## config.mk

```make
export PLATFORM = sky130hd
export DESIGN_NAME = processor
export DESIGN_NICKNAME = d
export VERILOG_FILES = /design/src/rtl/processor.sv
export SDC_FILE = /design/constraint.sdc
export NUM_CORES = 1
export LEC_CHECK = 0
export CELL_PAD_IN_SITES_DETAIL_PLACEMENT = 1
export CELL_PAD_IN_SITES_GLOBAL_PLACEMENT = 2
export CORE_MARGIN = 5
export CORE_UTILIZATION = 30
export DETAILED_ROUTE_END_ITERATION = 16
export GPL_TIMING_DRIVEN = 0
export PLACE_DENSITY_LB_ADDON = 0.1
export SLEW_MARGIN = 30
export SYNTH_ARGS = -nofsm -noshare
export SYNTH_HDL_FRONTEND = slang
export SYNTH_SLANG_ARGS = --single-unit
```

## constraint.sdc

```tcl
create_clock -name clock -period 14.1 [get_ports clock]
set_input_delay 2.115 -clock clock [delete_from_list [all_inputs] [get_ports clock]]
set_output_delay 2.115 -clock clock [all_outputs]
set_load 0.02 [all_outputs]
```

## src/rtl/processor.sv

```systemverilog
// Multi-cycle 16-bit accumulator processor: R0-R7, A/G ALU registers, shared bus, 4-step instruction cycle.
// Optional build macro PROC_DONE_EN adds a 'done' output that is high during T3.
module processor (
  input  logic        clock,
  input  logic        resetn,
  input  logic [15:0] iin,
  output logic [15:0] bus
`ifdef PROC_DONE_EN
  ,
  output logic        done
`endif
);

  typedef enum logic [1:0] {
    T0 = 2'd0,
    T1 = 2'd1,
    T2 = 2'd2,
    T3 = 2'd3
  } step_t;

  typedef enum logic [2:0] {
    OP_ADD  = 3'b000,
    OP_SUB  = 3'b001,
    OP_NAN  = 3'b010,
    OP_NOP0 = 3'b011,
    OP_OUT  = 3'b100,
    OP_LDI  = 3'b101,
    OP_NOP1 = 3'b110,
    OP_REP  = 3'b111
  } opcode_t;

  step_t       step;
  logic [15:0] ir;
  logic [15:0] regs [8];
  logic [15:0] a;
  logic [15:0] g;

  opcode_t     opcode;
  logic [2:0]  rx;
  logic [2:0]  ry;
  logic [15:0] imm;
  logic [15:0] rx_val;
  logic [15:0] ry_val;
  logic        is_alu;
  logic [15:0] alu_result;

  assign opcode = opcode_t'(ir[15:13]);
  assign rx     = ir[12:10];
  assign ry     = ir[9:7];
  assign imm    = {6'b0, ir[9:0]};
  assign rx_val = regs[rx];
  assign ry_val = regs[ry];

  always_comb begin
    is_alu = 1'b0;
    case (opcode)
      OP_ADD, OP_SUB, OP_NAN: is_alu = 1'b1;
      default:                is_alu = 1'b0;
    endcase
  end

  // A holds the first operand latched in T1; the bus carries Ry in T2.
  always_comb begin
    alu_result = 16'h0000;
    case (opcode)
      OP_ADD:  alu_result = a + bus;
      OP_SUB:  alu_result = a - bus;
      OP_NAN:  alu_result = ~(a & bus);
      default: alu_result = 16'h0000;
    endcase
  end

  always_comb begin
    bus = 16'h0000;
    case (step)
      T0: bus = 16'h0000;
      T1: begin
        case (opcode)
          OP_ADD, OP_SUB, OP_NAN, OP_OUT: bus = rx_val;
          OP_LDI:                         bus = imm;
          OP_REP:                         bus = ry_val;
          default:                        bus = 16'h0000;
        endcase
      end
      T2: begin
        if (is_alu) begin
          bus = ry_val;
        end else if (opcode == OP_OUT) begin
          bus = rx_val;
        end
      end
      T3: begin
        if (is_alu) begin
          bus = g;
        end else if (opcode == OP_OUT) begin
          bus = rx_val;
        end
      end
      default: bus = 16'h0000;
    endcase
  end

`ifdef PROC_DONE_EN
  assign done = (step == T3);
`endif

  // Step counter, IR and all datapath registers; at most one register write per cycle.
  always_ff @(posedge clock or posedge resetn) begin
    if (resetn) begin
      step <= T0;
      ir   <= 16'h0000;
      a    <= 16'h0000;
      g    <= 16'h0000;
      for (int i = 0; i < 8; i++) begin
        regs[i] <= 16'h0000;
      end
    end else begin
      case (step)
        T0: begin
          ir   <= iin;
          step <= T1;
        end
        T1: begin
          if (opcode == OP_LDI || opcode == OP_REP) begin
            regs[rx] <= bus;
          end else if (is_alu) begin
            a <= bus;
          end
          step <= T2;
        end
        T2: begin
          if (is_alu) begin
            g <= alu_result;
          end
          step <= T3;
        end
        T3: begin
          if (is_alu) begin
            regs[rx] <= bus;
          end
          step <= T0;
        end
        default: step <= T0;
      endcase
    end
  end

endmodule

```

# [Yosys cells after proc, flatten, opt, wreduce, memory -nomap -nowiden]
# Index checks and enable logic that the tools add are counted.
[totals] reg_bits=178 input_bits=18 out_inout_bits=16
[op_classes] add_sub_neg=2 n_lt_le_gt_ge=3 n_eq_ne=10 mux=20 bitwise_logic=5 reduce_logical=10
[op_table] operator="128-bit 2-to-1 mux" count=2
[op_table] operator="128-bit case mux with 2 select lines" count=1
[op_table] operator="128-bit bitwise mux" count=1
[op_table] operator="16-bit 2-to-1 mux" count=8
[op_table] operator="16-bit binary-select mux with 3-bit select" count=2
[op_table] operator="16-bit case mux with 3 select lines" count=2
[op_table] operator="16-bit case mux with 4 select lines" count=1
[op_table] operator="16-bit demux with 3-bit select" count=1
[op_table] operator="16-bit adder" count=1
[op_table] operator="16-bit bitwise AND" count=1
[op_table] operator="16-bit inverter" count=1
[op_table] operator="16-bit subtractor" count=1
[op_table] operator="3-bit == test, second input constant" count=3
[op_table] operator="4-bit greater-or-equal comparator, second input constant" count=2
[op_table] operator="3-bit inverter with 4-bit output" count=2
[op_table] operator="2-bit case mux with 4 select lines" count=1
[op_table] operator="3-bit AND reduction" count=2
[op_table] operator="2-bit == test, second input constant" count=2
[op_table] operator="4-bit by 1-bit less-than comparator with 1-bit output, second input constant" count=1
[op_table] operator="2-bit inequality test, second input constant" count=2
[op_table] operator="4-bit OR reduction" count=1
[op_table] operator="3-bit by 1-bit == test with 1-bit output, second input constant" count=1
[op_table] operator="3-bit by 2-bit == test with 1-bit output, second input constant" count=1
[op_table] operator="3-bit logical NOT" count=1
[op_table] operator="other kinds (9)" count=9

# [Longest topological paths before layout]
[depth] word_depth=10 mapped_depth=24

# [Worst setup path after synthesis]
# Ideal clock, no wire load.
[synth_path] kind="register -> register" start="register step[0]" end="register g[13]" setup_ns=0.130 t_arrival_ns=4.563 required_time_ns=13.970 setup_slack_ns=9.407 path_stages_with_launch=24 path_buffers=3 synth_period_minus_slack_ns=4.693 cell_sequence="dfrtp_1 inv_1 ha_1 clkbuf_1 nor2_1 o21a_1 clkbuf_1 a211oi_1 clkbuf_1 ha_1 and2_1 nand2_1 nand2_1 xnor2_1 ha_1 a21o_1 a211o_1 a211o_1 a31o_2 a21o_1 a21oi_1 xnor2_1 a21oi_1 o21ai_1"
[synth_via] elab_chain_len=5 elab_cells_between_ends=11 classes_between="add/sub: 2; eq/ne: 3; mux: 2; bitwise: 2; reduce/logical: 2"
[synth_rtl] element="start, declared" line="32" text="step_t step;"
[synth_rtl] element="start signal, assigned" line="110" text="step <= T0;"
[synth_rtl] element="start signal, assigned" line="121" text="step <= T1;"
[synth_rtl] element="start signal, assigned" line="129" text="step <= T2;"
[synth_rtl] element="branches (longest 5 deep; another with 16-bit subtractor)"
[synth_rtl] element="end signal, assigned" line="133" text="g <= alu_result;"
[synth_rtl] element="end, declared" line="36" text="logic [15:0] g;"
# Parallel ways; which one is timed is not known.
# A chain may end at the register's enable or synchronous reset.

# [Final worst setup path]
[layout_path] start="register step[1]" end="register g[14]"
# Same word-level chain as after synthesis.

==> run_results.csv <==
group,metric,value,unit
run_status,outcome,"finished clean",
min_path,min_path_cells,2,
final_layout,final_area,11600,µm²
yosys,synth-simple-area-share,0.107,
yosys,ys_ff_latch,178,
yosys,synth_top_family_by_area,"multiplexers",
setup_path,required,14.48,ns
yosys,synth_compound_area_frac,0.165,
setup_path,crit_top_cell,"o21ai_0",
setup_path,cp_max_fo,10,
drt,ant_nets,0,
clocking,htreeDepth,4,
drt,vias,8163,
drt,post_drt_wl_per_cell,26.6,µm
sta,tightest_slew,1.07,ns
setup_path,slowest_stage,"a21boi_0",
power,vdd_drop_max,0.0885,mV
die,start_util,0.303,
yosys,yosysTopAreaCellShare,0.440,
drt,drtIter0Drc,459,
yosys,synth_flop_cell,"dfrtp_1",
final_layout,n_antenna_cell,0,
yosys,synthMuxAreaShare,0.187,
setup_path,crit_arrival,6.93,ns
yosys,syn_avg_cell_area,10.1,µm²
clocking,post_cts_buffers,0,
sta,finalHoldViolations,0,
power,power,1.39,mW
yosys,synth_edf_count,0,
yosys,async_flop_share,1.00,
die,die_h,194,µm
power,power_density,120,nW/µm²
drt,drc,0,
sta,finalCriticalPeriod,6.55,ns
yosys,synth_area,10100,µm²
global_routing,grt_pass1_vias,8675,
place,place_area,11100,µm²
clocking,cts_hold_buf,0,
place,port_buffers,33,
yosys,yosysSeqAreaShare,0.440,
clocking,cts_buffers,17,
setup_path,critPathLaunchType,"flip-flop",
yosys,synth_cell_types,66,
yosys,synth_xor_area_frac,0.0225,
sta,relSlewSlack,0.285,
die,rows,67,
drt,firstDrtPassIters,5,
global_routing,grt_max_degree,75,
yosys,synth_fp_nets,1044,
die,core_area,33400,µm²
die,dieArea,37600,µm²
sta,finalCritPeriodShare,0.464,
clocking,cts_tree,"done",
place,routabilityCongestion,0.815,
global_routing,grt_overflow,0,
sta,fmax,153,MHz
power,p_leak,5.03,nW
final_layout,drive_above_1_share,0.153,
min_path,hold_path_class,"reg2reg",
yosys,synth.area.top_cells,"dfrtp_1, mux4_2, o21ai_0",
setup_path,r2r_cells,22,
setup_path,path_class,"reg2reg",
sta,finalSetupViolations,0,
sta,holdWs,0.484,ns
yosys,synth-adder-area-share,0.0291,
final_layout,layout.nets,1098,
yosys,synthTopCellsByCount,"nand2_1, dfrtp_1, o21ai_0, clkbuf_1, mux2_2",
global_routing,grt.total_usage,0.217,
setup_path,crit_chain,"inv_1 -> ha_1 -> and4_1 -> a21oi_1 -> nor2_1 -> a221oi_1 -> clkbuf_1 -> ha_1 -> nand2_1 -> o21a_1 -> inv_1 -> fa_1 -> nor2b_1 -> o21ai_0 -> a21boi_0 -> o21ai_0 -> a21boi_0 -> o41ai_1 -> o21ai_0 -> xor2_1 -> a21oi_1 -> o21ai_0",
flow_run,maxCapViolCount,0,
drt,via_per_inst,5.38,
die,ios,34,
setup_path,cp_slowest_stage_delay,0.74,ns
clocking,numClockSinks,178,
sta,rsz0062_at_grt,"false",
sta,maxSlewViolCount,0,
yosys,ys_warn_count,0,
global_routing,antenna_found_initial,1,
clocking,clkSlewWorstSetupHoldPaths,0.08,ns
global_routing,grt_pass1_wl,60000,µm
sta,finalSetupTns,0,ns
clocking,ctsResizeCount,0,
place,dp_hpwl,28500,µm
clocking,clk_root_buffer_cell,"clkbuf_16",
sta,finClkSkew,0.0153,ns
clocking,clk_path_buf_depth,2,
drt,wirelength,40300,µm
die,die_w,194,µm
yosys,syn-instance-count,1003,
final_layout,nFillCells,3755,
yosys,synth_top_area_cell,"dfrtp_1",
final_layout,syn_to_final_growth,14.5,%
setup_path,critPathCaptureType,"flip-flop",
clocking,insertion_delay,0.46,ns
yosys,post-synth-top-count-cell,"nand2_1",
-- critical path, delay by kind of cell (launching register included) --
kind / cells / cell delay (ns)
compound gates: 11 / 3.41
xor+xnor: 1 / 0.18
fa+ha+maj: 3 / 1.02
buf+inv: 3 / 0.58
flops: 1 / 0.39
simple gates: 4 / 0.88
-- cells by family after synthesis --
logic type,Yosys count
muxes,124
xor gates and xnor gates,26
DFF,178
adders and majority gates,23
buffers and inverters,119
and+or+nand+nor,258
AOI/OAI and AO/OA,275
-- report_power, final --
part	internal, mW	switching (mW)
clock network	0.233	0.215
registers	0.563	0.0407
logic	0.142	0.199
total	0.938	0.454
-- worst paths after layout --
path,from,to,slack (ns)
min in group asynchronous,resetn,regs[79]$_DFFE_PP0P_,2.03
setup / recovery,step[1]$_DFF_PP0_,g[14]$_DFFE_PP0P_,7.55
max in group asynchronous,resetn,regs[112]$_DFFE_PP0P_,10.99
setup reg to reg,step[1]$_DFF_PP0_,g[14]$_DFFE_PP0P_,7.55
hold / removal,g[3]$_DFFE_PP0P_,g[3]$_DFFE_PP0P_,0.48
hold reg to reg,g[3]$_DFFE_PP0P_,g[3]$_DFFE_PP0P_,0.48
-- area by class of cell --
class | instances | area (µm²) | area share
buffer | 86 | 387 | 0.0333
clock buffer | 26 | 479 | 0.0413
clock inverter | 5 | 30.0 | 0.00259
inverter | 33 | 131 | 0.0113
multi-input combinational | 706 | 5170 | 0.446
sequential | 178 | 4450 | 0.384
tap | 448 | 561 | 0.0483
timing repair buffer | 35 | 385 | 0.0332
-- per-layer routing --
layer / share of wire / global-route usage
met1: 0.49 / 0.313
met2: 0.46 / 0.339
met3: 0.030 / 0.0328
met4: 0.023 / 0.0624
met5: 0 / 0
-- per-stage QoR --
stage	setup slack [ns]	utilization	instances
2_1_floorplan	7.15	-	1003
3_3_place_gp	3.92	0.330	1484
3_5_place_dp	7.39	0.332	1486
4_1_cts	7.35	0.347	1517
5_1_grt	6.85	0.347	1517
6_report	7.55	0.347	1517
-- sequential cells by signal, indices dropped and copies added, names as in the netlist --
signal	count
step	2
regs	128
ir	16
g	16
a	16
-- cells in the final DEF (no fill, tap or decap), types with 28 or more instances in the layout --
cell type	count
o21ai_0	143
clkdlybuf4s50_1	33
nor2_1	39
mux4_2	46
clkbuf_1	65
nand2_1	179
inv_1	28
a21oi_1	41
dfrtp_1	178
mux2_2	50
No activity file was read; power rests on OpenSTA's default activity.
